**src/rtl/iter_divider.sv**
```systemverilog
// iter_divider: radix-2 restoring 32-step signed/unsigned divider with valid/ready handshakes and flush
module iter_divider #(
  parameter int WIDTH = 32
) (
  input  logic             mul_clk,
  input  logic             resetn,
  input  logic             in_valid,
  output logic             in_ready,
  input  logic             div_signed,
  input  logic [WIDTH-1:0] x,
  input  logic [WIDTH-1:0] y,
  input  logic             cancel,
  output logic             out_valid,
  input  logic             out_ready,
  output logic [WIDTH-1:0] q,
  output logic [WIDTH-1:0] r,
  output logic             dbz
);
  localparam int CW = $clog2(WIDTH);
  typedef enum logic [1:0] {IDLE, CALC, FIX, DONE} state_t;
  state_t state, state_n;
  logic [CW-1:0] cnt;
  logic [WIDTH-1:0] rem, dvd, ay;
  logic [WIDTH:0] trial;
  logic q_neg, r_neg, dbz_r, accept;
  assign accept = state == IDLE && in_valid && !cancel;
  assign in_ready = state == IDLE;
  assign out_valid = state == DONE;
  assign trial = {rem, dvd[WIDTH-1]} - {1'b0, ay};
  // state register; reset wins over everything
  always_ff @(posedge mul_clk)
    if (!resetn) state <= IDLE;
    else state <= state_n;
  // next state; cancel overrides accept and the output handshake
  always_comb begin
    state_n = cancel ? IDLE :
              accept ? CALC :
              (state == CALC && cnt == CW'(WIDTH - 1)) ? FIX :
              state == FIX ? DONE :
              (state == DONE && out_ready) ? IDLE : state;
  end
  // operand capture, one restoring step per CALC cycle, sign fix into the output registers
  always_ff @(posedge mul_clk)
    if (!resetn) begin
      cnt <= '0;
      rem <= '0;
      dvd <= '0;
      ay <= '0;
      q_neg <= 1'b0;
      r_neg <= 1'b0;
      dbz_r <= 1'b0;
      q <= '0;
      r <= '0;
      dbz <= 1'b0;
    end else if (accept) begin
      cnt <= '0;
      rem <= '0;
      dvd <= (div_signed && x[WIDTH-1]) ? -x : x;
      ay <= (div_signed && y[WIDTH-1]) ? -y : y;
      q_neg <= div_signed && (x[WIDTH-1] ^ y[WIDTH-1]);
      r_neg <= div_signed && x[WIDTH-1];
      dbz_r <= y == '0;
    end else if (state == CALC) begin
      cnt <= cnt + CW'(1);
      rem <= trial[WIDTH] ? {rem[WIDTH-2:0], dvd[WIDTH-1]} : trial[WIDTH-1:0];
      dvd <= {dvd[WIDTH-2:0], ~trial[WIDTH]};
    end else if (state == FIX) begin
      // with a zero divisor every step succeeds: dvd is all ones and rem is |x|,
      // so re-applying the dividend sign restores the original x
      q <= (q_neg && !dbz_r) ? -dvd : dvd;
      r <= r_neg ? -rem : rem;
      dbz <= dbz_r;
    end
endmodule
```
**config.mk**
```make
export PLATFORM = sky130hd
export DESIGN_NAME = iter_divider
export DESIGN_NICKNAME = d
export VERILOG_FILES = /design/src/rtl/iter_divider.sv
export SDC_FILE = /design/constraint.sdc
export NUM_CORES = 1
export LEC_CHECK = 0
export BUFFER_PORTS_ARGS = -buffer_cell sky130_fd_sc_hd__buf_2
export CAP_MARGIN = 40
export CORE_ASPECT_RATIO = 1.1
export CORE_MARGIN = 2
export CORE_UTILIZATION = 50
export DETAILED_ROUTE_END_ITERATION = 6
export PLACE_DENSITY_LB_ADDON = 0.25
export SETUP_SLACK_MARGIN = 0.4
export SLEW_MARGIN = 0
export SYNTH_ARGS = -nofsm -noshare
export SYNTH_HDL_FRONTEND = slang
export SYNTH_SLANG_ARGS = --single-unit
```
**constraint.sdc**
```tcl
create_clock -name mul_clk -period 8 [get_ports mul_clk]
set_input_delay 0.4 -clock mul_clk [delete_from_list [all_inputs] [get_ports mul_clk]]
set_output_delay 0.4 -clock mul_clk [all_outputs]
set_load 0.02 [all_outputs]
```
# [Word-level counts from Yosys, hierarchy flattened]
# Index checks and enable logic that the tools add are counted.
[word_totals] register_bits=171
[op_classes] add_sub_neg=6 n_eq_ne=4 muxes=11 n_bitwise=5 n_reduce_logical=19
[ops] cell="$mux W32" count=7
[ops] cell="$neg A32 Y32" count=4
[ops] cell="$sub A33 B32 Y33" count=1
[ops] cell="$logic_not A32 Y1" count=1
[ops] cell="$logic_and A1 B1 Y1" count=8
[ops] cell="$mux W2" count=3
[ops] cell="$add A5 B1 Y5 const B" count=1
[ops] cell="$eq A5 B5 Y1 const B" count=1
[ops] cell="$eq A2 B2 Y1 const B" count=2
[ops] cell="$not A1 Y1" count=4
[ops] cell="$reduce_bool A4 Y1" count=1
[ops] cell="$reduce_or A2 Y1" count=2
[ops] cell="$reduce_and A3 Y1" count=1
[ops] cell="$reduce_bool A3 Y1" count=1
[ops] cell="$reduce_or A3 Y1" count=1
[ops] cell="$eq A2 B1 Y1 const B" count=1
[ops] cell="$logic_not A1 Y1" count=2
[ops] cell="$logic_not A2 Y1" count=1
[ops] cell="$reduce_bool A2 Y1" count=1
[ops] cell="$mux W1" count=1
[ops] cell="$xor A1 B1 Y1" count=1

# [Longest topological paths before layout]
# Gate-level depths: netlist (run 1).
[logic_depth] ltp_word=6 mapped_depth=13 depth_no_buf=12

# [Least setup slack after synthesis (run 1)]
# OpenSTA, ideal clock, no wires.
[synth_timing] kind="reg-to-reg" start="reg dvd[31]" end="reg rem[12]" t_arrival_ns=2.747 t_required_ns=7.868 slack_ns=5.121 path_stages_with_launch=14 period_less_slack_ns=2.879 path_cell_list="dfxtp_1 > inv_1 > ha_1 > fa_1 > nor2b_1 > o2111ai_2 > a32o_1 > nor4_4 > o31ai_1 > a31oi_1 > nor2_4 > buf_4 > mux2i_1 > a21oi_1"
[synth_between] elab_chain_len=2
[synth_rtl] element="from (decl)" line="23" rtl="logic [WIDTH-1:0] rem, dvd, ay;"
[synth_rtl] element="from (signal assigned)" line="58" rtl="dvd <= (div_signed && x[WIDTH-1]) ? -x : x;"
[synth_rtl] element="from (signal assigned)" line="66" rtl="dvd <= {dvd[WIDTH-2:0], ~trial[WIDTH]};"
[synth_rtl] element="$sub A33 B32 Y33" line="29" rtl="assign trial = {rem, dvd[WIDTH-1]} - {1'b0, ay};"
[synth_rtl] element="$mux W32" line="65" rtl="rem <= trial[WIDTH] ? {rem[WIDTH-2:0], dvd[WIDTH-1]} : trial[WIDTH-1:0];"
[synth_rtl] element="to (signal assigned)" line="65"
[synth_rtl] element="to (decl)" line="23"
# No other way between the ends.
# A chain may end at the register's enable or synchronous reset.

# [Final worst setup path (run 1)]
[layout_timing] start="reg dvd[31]" end="reg rem[14]"
# The elaborated chain is that of the path after synthesis.

==> results of run 1 <==
==> final timing paths <==
kind,from,to,slack (ns),cells after the start
max,dvd[31]$_SDFFE_PN0P_,rem[14]$_SDFFE_PP0P_,4.37,13
min,y[0],ay[0]$_SDFFE_PN0P_,0.27,3
max reg2reg,dvd[31]$_SDFFE_PN0P_,rem[14]$_SDFFE_PP0P_,4.37,13
min reg2reg,q[26]$_SDFFE_PN0P_,q[26]$_SDFFE_PN0P_,0.45,2
==> cell families after synthesis <==
kind of cell	after synthesis
AOI/OAI and AO/OA	433
xor gates and xnor gates	138
adders and majority gates	39
buffers and inverters	132
DFF	171
muxes	30
and+or+nand+nor	422
==> sequential cells by signal, indices dropped and copies added, names as in the netlist <==
register and count:
r 32, dbz 1, q_neg 1, rem 32, r_neg 1, dbz_r 1, ay 32, dvd 32
state 2, cnt 5, q 32
==> cell usage in the layout (no fill, tap or decap), drive strengths merged, types with 28 or more instances in the layout <==
| cell type | count |
|---|---|
| dfxtp | 171 |
| buf | 150 |
| a21oi | 142 |
| nor2 | 142 |
| nand2 | 131 |
| o21ai | 96 |
| xor2 | 80 |
| a211oi | 67 |
| xnor2 | 58 |
| inv | 52 |
| ha | 38 |
| a22oi | 32 |
| mux2i | 28 |
==> final cells by class <==
| cell class | instances | area [sq um] | share of cell area, % |
|---|---|---|---|
| clock buffer | 21 | 470.5 | 3.809 |
| inverter | 52 | 197.7 | 1.600 |
| timing repair buffer | 150 | 893.4 | 7.233 |
| multi-input combinational | 1062 | 6855 | 55.50 |
| tap | 290 | 362.8 | 2.938 |
| clock inverter | 10 | 141.4 | 1.145 |
| antenna | 3 | 7.507 | 0.06078 |
| sequential | 171 | 3423 | 27.71 |
==> critical path: cells and delay by family (launching register included) <==
| family | cells | cell delay (ns) |
|---|---|---|
| muxes | 1 | 0.22 |
| DFF | 1 | 0.38 |
| and+or+nand+nor | 4 | 1.03 |
| buffers and inverters | 2 | 0.33 |
| adders and majority gates | 2 | 0.66 |
| AOI/OAI and AO/OA | 4 | 0.88 |
==> where the power goes <==
group | internal (mW) | leakage [nW] | switching, mW | total [mW]
Clock | 0.515 | 0.283 | 0.346 | 0.861
Combinational | 0.211 | 3.08 | 0.294 | 0.505
Sequential | 0.877 | 1.39 | 0.0322 | 0.909
Total | 1.60 | 4.75 | 0.673 | 2.28
==> through the flow <==
| step | setup slack (ns) | utilization, % |
|---|---|---|
| after floorplan | 5.121 | - |
| after global placement | 4.180 | 54.54 |
| after detailed placement | 4.425 | 55.26 |
| after CTS | 4.382 | 58.14 |
| after global routing | 4.139 | 58.17 |
| final | 4.369 | 58.18 |
==> metal layers <==
layer	up-vias	GRT usage, %	share of wire, %
li1	5093	-	-
met4	4	7.003	1.7
met2	238	44.08	49
met5	-	0	0.084
met3	34	5.324	4.9
met1	4638	31.99	44
==> results.sh, run 1 <==
export IMPL_status="completed"
export IMPL_ys_seq_area_share_pct=31.79
export IMPL_crit_path_top_delay_cell="nor2_4"
export IMPL_cts_tree="built"
export IMPL_start_kind="register"
export IMPL_fin_crit_ns=3.631
export IMPL_ys_top_cells_by_area="dfxtp_1, a21oi_1, xor2_1, nor2_1, xnor2_1"
export IMPL_clockBufferDepth=2
export IMPL_power_mw=2.276
export IMPL_cp_slowest_stage_delay_ns=0.51
export IMPL_synth_compound_area_share_pct=25.48
export IMPL_hold_path_class="primary input to register"
export IMPL_die_y_um=157.9
export IMPL_synthDistinctLibCells=73
export IMPL_drtPass1Iterations=5
export IMPL_muxShareOfSynthArea_pct=2.812
export IMPL_ir_worst_vdd_mv=0.1503
export IMPL_async_flop_share_pct=0
export IMPL_cts_setup_buffers=0
export IMPL_grtUsageTotal_pct=25.44
export IMPL_ant_nets=0
export IMPL_power_density_nw_per_um2=184.2
export IMPL_setup_viol_count_final=0
export IMPL_die_x_um=143.9
export IMPL_final_net_count=1563
export IMPL_cts_sinks=171
export IMPL_critPathMostFrequentCell="nor4_4"
export IMPL_synth_flop_cell="dfxtp_1"
export IMPL_start_util_pct=50.72
export IMPL_final_cells=1759
export IMPL_synth_area_sq_um=10770
export IMPL_netlist_area_leader_share_pct=31.79
export IMPL_die_area_sq_um=22730
export IMPL_first_iter_violations=621
export IMPL_worst_pin_slew_ns=0.8763
export IMPL_synthAdderAreaFrac_pct=4.601
export IMPL_grt_pass1_vias=9242
export IMPL_cts_made_buffers=17
export IMPL_synth_edf_count=0
export IMPL_synth_cells=1365
export IMPL_synthToLayoutAreaGrowth_pct=14.71
export IMPL_worstSetupPathType="register to register"
export IMPL_setup_tns_final_ns=0
export IMPL_finalWirelength_mm=28.49
export IMPL_arrival_ns=3.93
export IMPL_synth_most_common_cell="dfxtp_1"
export IMPL_core_area_sq_um=21230
export IMPL_synth_xor_area_share_pct=11.22
export IMPL_ys_ff_latch=171
export IMPL_hold_viol=0
export IMPL_htree_num_levels=4
export IMPL_fin_crit_sh_pct=45.38
export IMPL_critPathMaxFanout=19
export IMPL_ys_warn_count=0
export IMPL_yosys_area_top_type="dfxtp_1"
export IMPL_antenna_found_initial=4
export IMPL_dpl_hpwl_mm=21.38
export IMPL_num_vias=10010
export IMPL_synth_top_cells_by_count="dfxtp_1, a21oi_1, nor2_1"
export IMPL_drc=0
export IMPL_synth_top_family_by_area="compound AO/OA/AOI/OAI gates"
export IMPL_avgRoutedWirePerCell_um=16.20
export IMPL_fin_area_sq_um=12350
export IMPL_syn_nets=1474
export IMPL_path_clk_slew_ns=0.06
export IMPL_cts_root_buffer="clkbuf_16"
export IMPL_clk_latency_ns=0.43
export IMPL_cp_required_ns=8.30
export IMPL_fillers=2008
export IMPL_rsz0062_at_grt="false"
export IMPL_dpl_cell_area_sq_um=11730
export IMPL_rows=56
export IMPL_grt_first_pass_wirelength_mm=46.12
export IMPL_slew_violations=0
export IMPL_io_pins=137
export IMPL_fin_skew_ns=0.008033
export IMPL_overflow=0
export IMPL_viasPerCell=5.689
export IMPL_grt_max_degree=95
export IMPL_cts_repair_resized=0
export IMPL_whs_ns=0.2660
export IMPL_drive_gt1_share_pct=14.87
export IMPL_holdBufCountCts=0
export IMPL_fmax_mhz=275.4
export IMPL_cp_end_kind="register"
export IMPL_synthSimpleGateAreaFrac_pct=19.30
export IMPL_portBuffers=136
export IMPL_slew_headroom_pct=41.58
export IMPL_gp_congestion=0.8851
export IMPL_syn_area_per_cell_sq_um=7.889
export IMPL_max_cap_violations=0
export IMPL_dpl_cell_count=1725
export IMPL_power_leakage_nw=4.750
export IMPL_path_cells="inv_1 -> ha_1 -> fa_1 -> nor2b_1 -> o2111ai_2 -> a32o_1 -> nor4_4 -> o31a_1 -> nor4_4 -> nor2_4 -> buf_16 -> mux2i_1 -> a21oi_1"
(Power assumes the default switching activity.)
==> run 2, diff against run 1 <==
- clock period: 8 -> 3.4 ns (I/O delays scaled with it)
==> run 2 against run 1 <==
Non-clock buffer count is 27 higher; worst setup slack got worse by 3.9 ns; maximum frequency grew 23%; sequential share of layout area fell by 0.49 points; combinational power increased to 2.6 times the previous value; total power grew 140%; wire length down 0.37%; critical path depth is 1 higher; utilization rose by 1.2 points; die area is the same; via count up 1.0%; clock power grew 120%; largest power group unchanged.
==> results.sh, run 2 (same netlist as run 1, synthesis figures left out) <==
export IMPL_status="completed"
export IMPL_die_y_um=157.9
export IMPL_fin_crit_sh_pct=86.91
export IMPL_r2r_slack_ns=0.45
export IMPL_final_net_count=1590
export IMPL_drtPass1Iterations=5
export IMPL_rows=56
export IMPL_cts_root_buffer="clkbuf_16"
export IMPL_clockBufferDepth=2
export IMPL_cts_tree="built"
export IMPL_antenna_found_initial=4
export IMPL_cp_required_ns=3.77
export IMPL_first_iter_violations=580
export IMPL_setup_tns_final_ns=0
export IMPL_arrival_ns=3.32
export IMPL_power_leakage_nw=4.912
export IMPL_cts_sinks=171
export IMPL_grt_max_degree=103
export IMPL_avgRoutedWirePerCell_um=15.88
export IMPL_path_cells="inv_2 -> ha_4 -> fa_2 -> nor2b_4 -> o2111ai_2 -> a32o_2 -> nor4_4 -> o31ai_2 -> a31oi_2 -> nor2_4 -> buf_12 -> buf_6 -> mux2_4 -> o21ai_1"
export IMPL_rsz0062_at_grt="true"
export IMPL_worst_slack_ns=0.4451
export IMPL_slew_headroom_pct=40.36
export IMPL_grt_first_pass_wirelength_mm=46.44
export IMPL_die_x_um=143.9
export IMPL_final_core_util_pct=59.38
export IMPL_ant_nets=0
export IMPL_ir_worst_vdd_mv=0.3590
export IMPL_power_density_nw_per_um2=424.7
export IMPL_critPathMaxFanout=8
export IMPL_final_cell_mix="dfxtp_1, a21oi_1, nor2_1"
export IMPL_cts_made_buffers=17
export IMPL_path_clk_slew_ns=0.07
export IMPL_grt_pass1_vias=9226
export IMPL_drc=0
export IMPL_worstSetupPathType="register to register"
export IMPL_htree_num_levels=4
export IMPL_synthToLayoutAreaGrowth_pct=17.08
export IMPL_num_vias=10110
export IMPL_start_kind="register"
export IMPL_pre_cts_ws_ns=0.07951
export IMPL_start_util_pct=50.72
export IMPL_final_common_cell="dfxtp_1"
export IMPL_power_mw=5.354
export IMPL_rr_endpoint="rem[1]$_SDFFE_PP0P_"
export IMPL_max_cap_violations=0
export IMPL_core_area_sq_um=21230
export IMPL_die_area_sq_um=22730
export IMPL_cp_slowest_stage_delay_ns=0.37
export IMPL_r2r_cells=14
export IMPL_io_pins=137
export IMPL_drive_gt1_share_pct=17.67
export IMPL_fmax_mhz=338.4
export IMPL_grtUsageTotal_pct=25.29
export IMPL_crit_path_top_delay_cell="fa_2"
export IMPL_setup_viol_count_final=0
export IMPL_fin_skew_ns=0.01272
export IMPL_portBuffers=136
export IMPL_crit_end="rem[1]$_SDFFE_PP0P_"
export IMPL_fin_crit_ns=2.955
export IMPL_fillers=1957
export IMPL_gp_congestion=0.9014
export IMPL_viasPerCell=5.653
export IMPL_clk_latency_ns=0.44
export IMPL_finalWirelength_mm=28.39
export IMPL_hold_path_class="primary input to register"
export IMPL_cp_end_kind="register"
export IMPL_overflow=0
export IMPL_worst_pin_slew_ns=0.8864
export IMPL_slew_violations=0
export IMPL_dpl_hpwl_mm=20.72
export IMPL_r2r_start="dvd[31]$_SDFFE_PN0P_"
export IMPL_hold_viol=0
export IMPL_startpoint="dvd[31]$_SDFFE_PN0P_"
[run 2: cell count changes in the layout (fill, tap and decap cells not counted), sizes merged]
cell,before,now
buf,150,177
inv,52,57
clkinvlp,5,2
bufinv,3,1
clkinv,2,4
clkbuf,21,20
diode,3,4
[run 2: repair_timing]
item	4_1_cts	5_1_grt
endpoints found under the setup margin	33	33
hold buffers	0	0
pin swaps	14	11
buffers inserted	11	1
cloned	1	0
gates resized for setup	11	17
[run 2: area by class of cell]
| cell class | count | area [sq um] | area share (%) |
|---|---|---|---|
| Inverter | 52 | 197.7 | 1.568 |
| Tap cell | 290 | 362.8 | 2.878 |
| Clock buffer | 20 | 456.7 | 3.622 |
| Multi-Input combinational cell | 1062 | 6929 | 54.96 |
| Timing Repair Buffer | 177 | 1107 | 8.783 |
| Antenna cell | 4 | 10.01 | 0.07940 |
| Sequential cell | 171 | 3432 | 27.22 |
| Clock inverter | 12 | 111.4 | 0.8833 |
[run 2: per-stage QoR]
step	area (sq um)	std cells	hold slack, ns
2_1_floorplan	10770	1365	0.3060
3_3_place_gp	11780	1738	0.4378
3_5_place_dp	11810	1739	0.4428
4_1_cts	12540	1783	0.01833
5_1_grt	12600	1786	0.04487
6_report	12610	1788	0.02711
[run 2: worst min path at each step]
stage                                    end               start  depth (start not counted)  slack, ns
after CTS                 ay[0]$_SDFFE_PN0P_                y[0]                          3       0.02
final                     r[31]$_SDFFE_PN0P_              resetn                          3       0.03
after global routing      ay[0]$_SDFFE_PN0P_                y[0]                          3       0.04
after global placement    q[25]$_SDFFE_PN0P_  q[25]$_SDFFE_PN0P_                          2       0.44
after floorplan           ay[0]$_SDFFE_PN0P_                y[0]                          2       0.31
after detailed placement  q[30]$_SDFFE_PN0P_  q[30]$_SDFFE_PN0P_                          2       0.44
[run 2: worst max-delay path, delay by kind of cell (launching register included)]
kind,cells,cell delay [ns]
compound gates,5,0.96
fa+ha+maj,2,0.53
buf+inv,3,0.32
flops,1,0.35
mux,1,0.29
simple gates,3,0.43
[run 2: per-layer routing]
metal  global-route usage (%)  vias to the layer above  wire, um
met5                        0                        -         7
met4                    8.263                        2       549
met3                    4.567                       43      1464
met2                    42.24                      246     13520
met1                    33.03                     4656     12850
li1                         -                     5161         -
[run 2: where the power goes]
part,internal [mW],switching [mW],leakage (nW),total (mW)
logic,0.576,0.717,3.24,1.29
clock network,1.06,0.869,0.279,1.93
registers,2.06,0.0716,1.39,2.14
==> run 3, diff against run 2 <==
- PLACE_DENSITY: unset -> 0.7
- PLACE_DENSITY_LB_ADDON: 0.25 -> unset
==> run 3 against run 2 <==
Critical path depth stayed put; design area fell by 0.14%; count of clock-buffer cells in the layout up 2; combinational power about the same; hold slack worse by 0.0052 ns; wire length up 0.46%; utilization decreased by 0.082 points; critical path type unchanged; largest power group unchanged.
==> results.sh, run 3 (same netlist as run 1, synthesis figures left out) <==
export IMPL_portBuffers=136
export IMPL_rsz0062_at_grt="true"
export IMPL_drc=0
export IMPL_critPathBufInv=3
export IMPL_path_cells="inv_2 -> ha_4 -> fa_2 -> nor2b_4 -> o2111ai_4 -> buf_6 -> buf_6 -> a2111oi_4 -> o2111a_2 -> nor3_4 -> o41ai_2 -> xor2_1 -> mux2i_1 -> a21oi_1"
export IMPL_max_cap_violations=0
export IMPL_path_clk_slew_ns=0.06
export IMPL_overflow=0
export IMPL_status="completed"
export IMPL_final_core_util_pct=59.30
export IMPL_hold_path_class="primary input to register"
export IMPL_grt_max_degree=103
export IMPL_final_net_count=1598
export IMPL_drtPass1Iterations=5
export IMPL_grt_first_pass_wirelength_mm=46.04
export IMPL_arrival_ns=3.38
export IMPL_fmax_mhz=325.7
export IMPL_worst_pin_slew_ns=0.8485
export IMPL_io_pins=137
export IMPL_setup_tns_final_ns=0
export IMPL_ant_nets=0
export IMPL_start_kind="register"
export IMPL_crit_path_top_delay_cell="o41ai_2"
export IMPL_grt_pass1_vias=9272
export IMPL_synthToLayoutAreaGrowth_pct=16.92
export IMPL_holdBufCountCts=0
export IMPL_power_leakage_nw=4.902
export IMPL_cts_root_buffer="clkbuf_16"
export IMPL_num_vias=10130
export IMPL_core_area_sq_um=21230
export IMPL_fin_crit_ns=3.070
export IMPL_cp_required_ns=3.71
export IMPL_drive_gt1_share_pct=17.55
export IMPL_final_common_cell="dfxtp_1"
export IMPL_final_cells=1793
export IMPL_dpl_hpwl_mm=21.01
export IMPL_first_iter_violations=755
export IMPL_fillers=1998
export IMPL_worstSetupPathType="register to register"
export IMPL_critPathMostFrequentCell="buf_6"
export IMPL_cp_end_kind="register"
export IMPL_die_area_sq_um=22730
export IMPL_dpl_cell_count=1744
export IMPL_rows=56
export IMPL_gp_congestion=0.9276
export IMPL_start_util_pct=50.72
export IMPL_clockBufferDepth=2
export IMPL_ir_worst_vdd_mv=0.3328
export IMPL_cts_made_buffers=17
export IMPL_critPathTopFamily="compound AO/OA/AOI/OAI gates"
export IMPL_critPathMaxFanout=3
export IMPL_grtUsageTotal_pct=25.37
export IMPL_power_density_nw_per_um2=412.4
export IMPL_cts_sinks=171
export IMPL_clk_latency_ns=0.44
export IMPL_cts_tree="built"
export IMPL_fin_crit_sh_pct=90.29
export IMPL_die_y_um=157.9
export IMPL_whs_ns=0.02189
export IMPL_final_cell_mix="dfxtp_1, a21oi_1, nor2_1"
export IMPL_viasPerCell=5.647
export IMPL_avgRoutedWirePerCell_um=15.91
export IMPL_setup_viol_count_final=0
export IMPL_fin_skew_ns=0.009516
export IMPL_cp_slowest_stage_delay_ns=0.40
export IMPL_slew_headroom_pct=43.44
export IMPL_power_mw=5.192
export IMPL_htree_num_levels=4
export IMPL_hold_viol=0
export IMPL_finalWirelength_mm=28.52
export IMPL_antenna_found_initial=4
export IMPL_slew_violations=0
export IMPL_die_x_um=143.9
run 3: final timing paths:
check / cells after the start / slack, ns / to / startpoint
setup / recovery: 14 / 0.33 / rem[30]$_SDFFE_PP0P_ / dvd[31]$_SDFFE_PN0P_
hold / removal: 3 / 0.02 / ay[0]$_SDFFE_PN0P_ / y[0]
setup reg to reg: 14 / 0.33 / rem[30]$_SDFFE_PP0P_ / dvd[31]$_SDFFE_PN0P_
hold reg to reg: 2 / 0.45 / q[27]$_SDFFE_PN0P_ / q[27]$_SDFFE_PN0P_
run 3: cell type report:
cell class,count,area (sq um),area share (%)
multi-input cells,1062,6945,55.17
flip-flops and latches,171,3427,27.22
repair buffers,185,1146,9.104
clock buffers,22,454.2,3.608
well taps,290,362.8,2.882
inverters,52,197.7,1.570
clock inverters,7,46.29,0.3677
diodes,4,10.01,0.07951
run 3: repair_timing:
| item | in CTS | in global routing |
|---|---|---|
| gates resized for setup | 24 | 16 |
| pin swaps | 17 | 14 |
| endpoints found under the setup margin | 32 | 33 |
| setup buffers | 11 | 5 |
run 3: power by group:
group / internal [mW] / switching (mW)
clock: 0.938 / 0.803
sequential: 2.06 / 0.0690
combinational: 0.587 / 0.730
run 3: worst min-delay path, cell delays in order:
cell	delay [ns]
buf_2	0.13
nand2_1	0.06
a21oi_1	0.05
run 3: metal layers:
| metal | part of all wire (%) | global-route usage (%) |
|---|---|---|
| met3 | 5.2 | 6.171 |
| met5 | 0.074 | 0 |
| met4 | 1.6 | 6.723 |
| met2 | 48 | 43.29 |
| met1 | 45 | 32.02 |
run 3: metrics by stage:
| step | setup WS, ns | area (sq um) |
|---|---|---|
| global placement | 0.1199 | 11780 |
| global route | 0.1780 | 12580 |
| CTS | 0.3337 | 12480 |
| finish | 0.3302 | 12590 |
| floorplan | 0.5206 | 10770 |
| detailed placement | 0.06078 | 11800 |
